===== src/rtl/spi_arb_pkg.sv =====
// Shared types and constants for the SPI bus arbiter.
//   arb_state_t   : arbiter FSM states (IDLE, GRANT, GAP)
//   REQ_*         : requester index assignments on the shared SPI pins
//   idx_width()   : bit width needed to index n items (never below 1)
package spi_arb_pkg;

  typedef enum logic [1:0] {
    IDLE  = 2'd0,
    GRANT = 2'd1,
    GAP   = 2'd2
  } arb_state_t;

  localparam int REQ_LCD   = 0;
  localparam int REQ_PSRAM = 1;
  localparam int REQ_FLASH = 2;

  function automatic int idx_width(input int n);
    return (n > 1) ? $clog2(n) : 1;
  endfunction

endpackage


===== src/rtl/spi_bus_arbiter_rr_picker.sv =====
// Combinational round-robin search.
//   req        : per-requester request levels
//   last_owner : index of the previous owner; the search starts just above it
//   valid      : at least one request is pending
//   idx        : first requesting index after last_owner, wrapping upward
module rr_picker
  import spi_arb_pkg::*;
#(
  parameter int NUM_REQ = 3,
  parameter int IDX_W   = idx_width(NUM_REQ)
) (
  input  logic [NUM_REQ-1:0] req,
  input  logic [IDX_W-1:0]   last_owner,
  output logic               valid,
  output logic [IDX_W-1:0]   idx
);

  int cand;

  always_comb begin
    // NOTE: every signal written in a combinational block gets a default
    // before any conditional assignment, otherwise a latch is inferred.
    valid = 1'b0;
    idx   = '0;
    cand  = 0;
    // Walk from the farthest candidate to the nearest one so the nearest
    // requester above last_owner is the final (winning) assignment.
    for (int off = NUM_REQ; off >= 1; off--) begin
      cand = (int'(last_owner) + off) % NUM_REQ;
      if (req[cand]) begin
        valid = 1'b1;
        idx   = IDX_W'(cand);
      end
    end
  end

endmodule


===== src/rtl/spi_bus_arbiter.sv =====
// Round-robin arbiter sharing one SPI pin set between NUM_REQ masters.
//   req / gnt                : per-master level request, one-hot-or-zero grant
//   m_spi_clk/mosi/ncs       : per-master SPI outputs, forwarded when granted
//   m_spi_miso               : pad MISO broadcast to every master (combinational)
//   spi_clk/spi_mosi/spi_miso: shared pads
//   cs_n                     : pad chip-selects, index-matched to requesters
//   busy                     : FSM is not idle
//   owner                    : current or most recent owner index
// Pads are registered so they change only on clk edges; a GAP of
// GAP_CYCLES with all CS high separates consecutive owners. With
// MAX_HOLD != 0 an owner is preempted between transactions once it has
// held the bus MAX_HOLD cycles while another master waits.
module spi_bus_arbiter
  import spi_arb_pkg::*;
#(
  parameter int NUM_REQ    = 3,
  parameter int GAP_CYCLES = 4,
  parameter int MAX_HOLD   = 0,
  parameter int IDX_W      = idx_width(NUM_REQ)
) (
  input  logic               clk,
  input  logic               rst_n,
  input  logic [NUM_REQ-1:0] req,
  output logic [NUM_REQ-1:0] gnt,
  input  logic [NUM_REQ-1:0] m_spi_clk,
  input  logic [NUM_REQ-1:0] m_spi_mosi,
  input  logic [NUM_REQ-1:0] m_spi_ncs,
  output logic               m_spi_miso,
  output logic               spi_clk,
  output logic               spi_mosi,
  input  logic               spi_miso,
  output logic [NUM_REQ-1:0] cs_n,
  output logic               busy,
  output logic [IDX_W-1:0]   owner
);

  localparam int HOLD_W = idx_width(MAX_HOLD + 1);
  localparam int GAP_W  = idx_width(GAP_CYCLES);

  arb_state_t          state_q, state_d;
  logic [IDX_W-1:0]    owner_q, owner_d;
  logic [IDX_W-1:0]    last_owner_q, last_owner_d;
  logic [NUM_REQ-1:0]  gnt_q, gnt_d;
  logic [HOLD_W-1:0]   hold_cnt_q, hold_cnt_d;
  logic [GAP_W-1:0]    gap_cnt_q, gap_cnt_d;
  logic                spi_clk_q, spi_clk_d;
  logic                spi_mosi_q, spi_mosi_d;
  logic [NUM_REQ-1:0]  cs_n_q, cs_n_d;
  logic                busy_q, busy_d;

  logic                pick_valid;
  logic [IDX_W-1:0]    pick_idx;
  logic                others_req;
  logic                preempt;

  rr_picker #(
    .NUM_REQ (NUM_REQ),
    .IDX_W   (IDX_W)
  ) u_picker (
    .req        (req),
    .last_owner (last_owner_q),
    .valid      (pick_valid),
    .idx        (pick_idx)
  );

  // gnt_q is one-hot on the owner while in GRANT, so masking it out
  // leaves only the waiting masters.
  assign others_req = |(req & ~gnt_q);

  // Preempt only between transactions: the owner's CS intent must be high.
  assign preempt = (MAX_HOLD != 0) && (hold_cnt_q >= HOLD_W'(MAX_HOLD)) &&
                   others_req && m_spi_ncs[owner_q];

  always_comb begin
    state_d      = state_q;
    owner_d      = owner_q;
    last_owner_d = last_owner_q;
    gnt_d        = gnt_q;
    hold_cnt_d   = hold_cnt_q;
    gap_cnt_d    = gap_cnt_q;
    spi_clk_d    = 1'b0;
    spi_mosi_d   = 1'b0;
    cs_n_d       = '1;

    unique case (state_q)
      IDLE: begin
        hold_cnt_d = '0;
        gnt_d      = '0;
        if (pick_valid) begin
          owner_d         = pick_idx;
          gnt_d[pick_idx] = 1'b1;
          state_d         = GRANT;
        end
      end

      GRANT: begin
        spi_clk_d       = m_spi_clk[owner_q];
        spi_mosi_d      = m_spi_mosi[owner_q];
        cs_n_d[owner_q] = m_spi_ncs[owner_q];
        if (hold_cnt_q != '1) hold_cnt_d = hold_cnt_q + 1'b1;
        // A release with CS still low is a protocol violation; the pads
        // are forced idle from the next registered update in GAP anyway.
        if (!req[owner_q] || preempt) begin
          gnt_d     = '0;
          gap_cnt_d = '0;
          state_d   = GAP;
        end
      end

      GAP: begin
        if (gap_cnt_q == GAP_W'(GAP_CYCLES - 1)) begin
          last_owner_d = owner_q;
          state_d      = IDLE;
        end else begin
          gap_cnt_d = gap_cnt_q + 1'b1;
        end
      end

      default: begin
        gnt_d   = '0;
        state_d = IDLE;
      end
    endcase

    busy_d = (state_d != IDLE);
  end

  // NOTE: sequential state uses non-blocking assignments so every register
  // samples the pre-edge values, independent of statement order.
  always_ff @(posedge clk or negedge rst_n) begin
    if (!rst_n) begin
      state_q      <= IDLE;
      owner_q      <= '0;
      last_owner_q <= IDX_W'(NUM_REQ - 1);
      gnt_q        <= '0;
      hold_cnt_q   <= '0;
      gap_cnt_q    <= '0;
      spi_clk_q    <= 1'b0;
      spi_mosi_q   <= 1'b0;
      cs_n_q       <= '1;
      busy_q       <= 1'b0;
    end else begin
      state_q      <= state_d;
      owner_q      <= owner_d;
      last_owner_q <= last_owner_d;
      gnt_q        <= gnt_d;
      hold_cnt_q   <= hold_cnt_d;
      gap_cnt_q    <= gap_cnt_d;
      spi_clk_q    <= spi_clk_d;
      spi_mosi_q   <= spi_mosi_d;
      cs_n_q       <= cs_n_d;
      busy_q       <= busy_d;
    end
  end

  assign gnt        = gnt_q;
  assign owner      = owner_q;
  assign busy       = busy_q;
  assign spi_clk    = spi_clk_q;
  assign spi_mosi   = spi_mosi_q;
  assign cs_n       = cs_n_q;
  assign m_spi_miso = spi_miso;

endmodule


===== config.mk =====
export PLATFORM = sky130hd
export DESIGN_NAME = spi_bus_arbiter
export DESIGN_NICKNAME = d
export VERILOG_FILES = /design/src/rtl/spi_arb_pkg.sv /design/src/rtl/spi_bus_arbiter_rr_picker.sv /design/src/rtl/spi_bus_arbiter.sv
export SDC_FILE = /design/constraint.sdc
export NUM_CORES = 1
export LEC_CHECK = 0
export ABC_CLOCK_PERIOD_IN_PS = 1900
export BUFFER_PORTS_ARGS = -buffer_cell sky130_fd_sc_hd__buf_2
export CORE_MARGIN = 2
export CORE_UTILIZATION = 51
export DETAILED_ROUTE_END_ITERATION = 10
export HOLD_SLACK_MARGIN = 0.08
export PLACE_DENSITY = 0.78
export SLEW_MARGIN = 10
export SYNTH_ARGS = -nofsm -noshare
export SYNTH_HDL_FRONTEND = slang
export SYNTH_SLANG_ARGS = --single-unit
export TNS_END_PERCENT = 30

===== constraint.sdc =====
create_clock -name clk -period 1.9 [get_ports clk]
set_input_delay 0.38 -clock clk [delete_from_list [all_inputs] [get_ports clk]]
set_output_delay 0.38 -clock clk [all_outputs]
set_load 0.02 [all_outputs]

==> impl_metrics.ini <==
[clock_network]
htreeDepth = 1
cts.sinks = 17
cts_root_buf = clkbuf_4
cts_buffer_depth = 2
cts_tree = yes
clk_pin_slew_worst_paths_ps = 100
clk_latency_ps = 290
cts_made_buffers = 3

[sta]
finalSetupTns_ps = 0
worst-slew-pin-transition_ps = 390
setup_viol_count_final = 0
period_share_pct = 95.6
period_minus_slack_ps = 1820
relSlewSlack_pct = 74.0
fin_hold_ws_ps = 271
final.setup.worst_slack_ps = 83.3
hold_viol_final = 0
fmax_mhz = 550
fin_skew_ps = 7.41
drv_slew = 0

[setup_path]
worst-setup-path-type = reg -> reg
crit_arrival_ps = 2010
r2r-start = last_owner_q[1]$_DFFE_PN1P_
path_max_fanout = 7
critPathLaunchType = register
crit_required_ps = 2090
rr_endpoint = gnt[0]$_DFFE_PN0P_
r2r_slack_ps = 80
rr_worst_depth = 6
worstSetupEndpointType = register

[min_path]
min_path_cells = 2
min_from = m_spi_ncs[1]
holdPathEnd = cs_n[1]$_DFF_PN1_
hold_class = in -> reg

[synth]
avgSynthCellArea_sq_um = 9.97
synth_area_sq_um = 997
yosysSeqAreaShare_pct = 43.2
synth_fp_nets = 120
yosysUniqueCellTypes = 38
syn_inst = 100
ys_ff_latch = 17
yosys_warnings = 0

[pwr]
p_seq_share_pct = 35.9
p_comb_share_pct = 53.4
p_leak_nw = 0.558
powerDensity_nw_per_um2 = 1520
internal_power_mw = 1.01
switching_share_pct = 44.7
p_clk_share_pct = 10.7
power_mw = 1.82
switching_power_uw = 812
peakVddDrop_uv = 774

[place]
gp_congestion = 0.823
place_area_sq_um = 1120
place_ws_ps = 9.50
port-buffer-count = 24
dp.cells = 147
place_hpwl_mm = 1.66

[flow_run]
drv_cap = 0

[global_routing]
grt_first_pass_wirelength_mm = 3.31
first_global_vias = 730
grt_overflow_total = 0
grt_max_degree = 18
grt_antenna_before_repair = 0
grt_usage_pct = 21.0

[layout]
final_nets = 149
final_common_cell = buf_2
area_growth_syn_to_layout_pct = 20.0
finalInstanceArea_sq_um = 1200
antenna_cells = 0
drive_gt1_share_pct = 37.5
fin_cells = 153
postLayoutCoreUtil_pct = 67.1
final_cell_mix = 24 x buf_2, 12 x dfrtp_1, 11 x nor2_1, 11 x nand2_1, 5 x o21ai_0
fill_cells = 136

[routing]
avgRoutedWirePerCell_microns = 14.3
vias_per_cell = 5.52
drc = 0
vias = 845
drt_pass1_iterations = 4
wirelength_mm = 2.19
postRouteAntennaNets = 0
drtIter0Drc = 18

[floorplan]
rows = 15
core_sq_um = 1780
die_y_microns = 48.2
pin_count = 27
die-area_sq_um = 2330
initial_core_util_pct = 55.9
dieWidth_microns = 48.2

[run_status]
run_status = complete, no violations
power by group through the flow:
stage	combinational, mW	sequential (mW)	clock (mW)
final	0.972	0.653	0.194
after detailed placement	0.907	0.647	0
after floorplan	0.649	0.690	0
after global placement	0.874	0.636	0
after CTS	0.912	0.641	0.201
after global routing	1.06	0.675	0.218
critical path, cell delays in order, from the launching register on:
cell and delay (ps):
dfstp_2 580, ha_2 320, a21oi_2 160, nand3_1 130, a22oi_4 260, nor2_1 80, a22o_1 200
worst max path at each step:
| stage | start | to | depth (start not counted) |
|---|---|---|---|
| 2_1_floorplan | last_owner_q[1]$_DFFE_PN1P_ | gnt[0]$_DFFE_PN0P_ | 7 |
| 3_3_place_gp | last_owner_q[1]$_DFFE_PN1P_ | gnt[0]$_DFFE_PN0P_ | 7 |
| 3_5_place_dp | last_owner_q[1]$_DFFE_PN1P_ | gnt[0]$_DFFE_PN0P_ | 7 |
| 4_1_cts | last_owner_q[1]$_DFFE_PN1P_ | gnt[0]$_DFFE_PN0P_ | 7 |
| 5_1_grt | last_owner_q[0]$_DFFE_PN0P_ | gnt[0]$_DFFE_PN0P_ | 7 |
| 6_report | last_owner_q[1]$_DFFE_PN1P_ | gnt[0]$_DFFE_PN0P_ | 6 |
registers in the layout (all words and copies together), names as in the netlist:
signal and count:
busy 1, spi_mosi 1, gap_cnt_q 2, spi_clk 1
last_owner_q 2, cs_n 3, gnt 3, owner 2
state_q 2
cell type report:
type | count | area, sq um | share of cell area [%]
clock buffers | 4 | 26.3 | 2.20
inverters | 5 | 18.8 | 1.57
multi-input cells | 75 | 543 | 45.4
flip-flops and latches | 17 | 432 | 36.1
well taps | 25 | 31.3 | 2.62
repair buffers | 27 | 145 | 12.1
repair_timing:
item                                    CTS  global route
endpoints found under the setup margin    0             4
hold buffers                              1             0
gates resized for setup                   0             8
buffers inserted                          0             1
hold endpoints to repair                 13             0
kinds of logic (layout without fill, tap and decap cells):
group	Yosys count	after routing	share of synthesized area [%]
DFF	17	17	43.2
muxes	5	5	5.14
adders and majority gates	5	5	6.27
AOI/OAI and AO/OA	25	25	18.8
xor gates and xnor gates	1	1	0.878
and+or+nand+nor	39	39	20.6
buffers and inverters	8	36	5.14
cells in the mapped netlist, drive strengths merged:
cell type  number  area [sq um]
xnor2           1          8.76
ha              5          62.6
a21oi           4          20.0
a22o            1          8.76
a21boi          2          15.0
a21bo           1          10.0
nand2          11          41.3
nor2b           4          35.0
dfstp           4           105
a31oi           1          6.26
a21o            2          15.0
mux2i           4          40.0
or4             2          15.0
and3b           1          10.0
o211ai          1          7.51
inv             5          18.8
nand3           4          20.0
o22ai           2          12.5
dfrtp          13           325
a311oi          1          15.0
a22oi           1          21.3
nor2           11          41.3
or3             1          6.26
clkbuf          1          13.8
o21ai           6          30.0
nor3b           1          7.51
nand3b          1          7.51
nand4           1          6.26
nand2b          2          15.0
o2bb2ai         3          26.3
buf             2          18.8
mux2            1          11.3
per-layer routing:
metal  vias up  global-route usage [%]  wire length, microns
met5         -                       0                     0
met4         0                    4.86                    14
met3         4                    5.56                   131
met2        32                    35.3                  1110
met1       399                    27.0                   932
li1        410                       -                     -
Power figures use the tool's default switching activity.
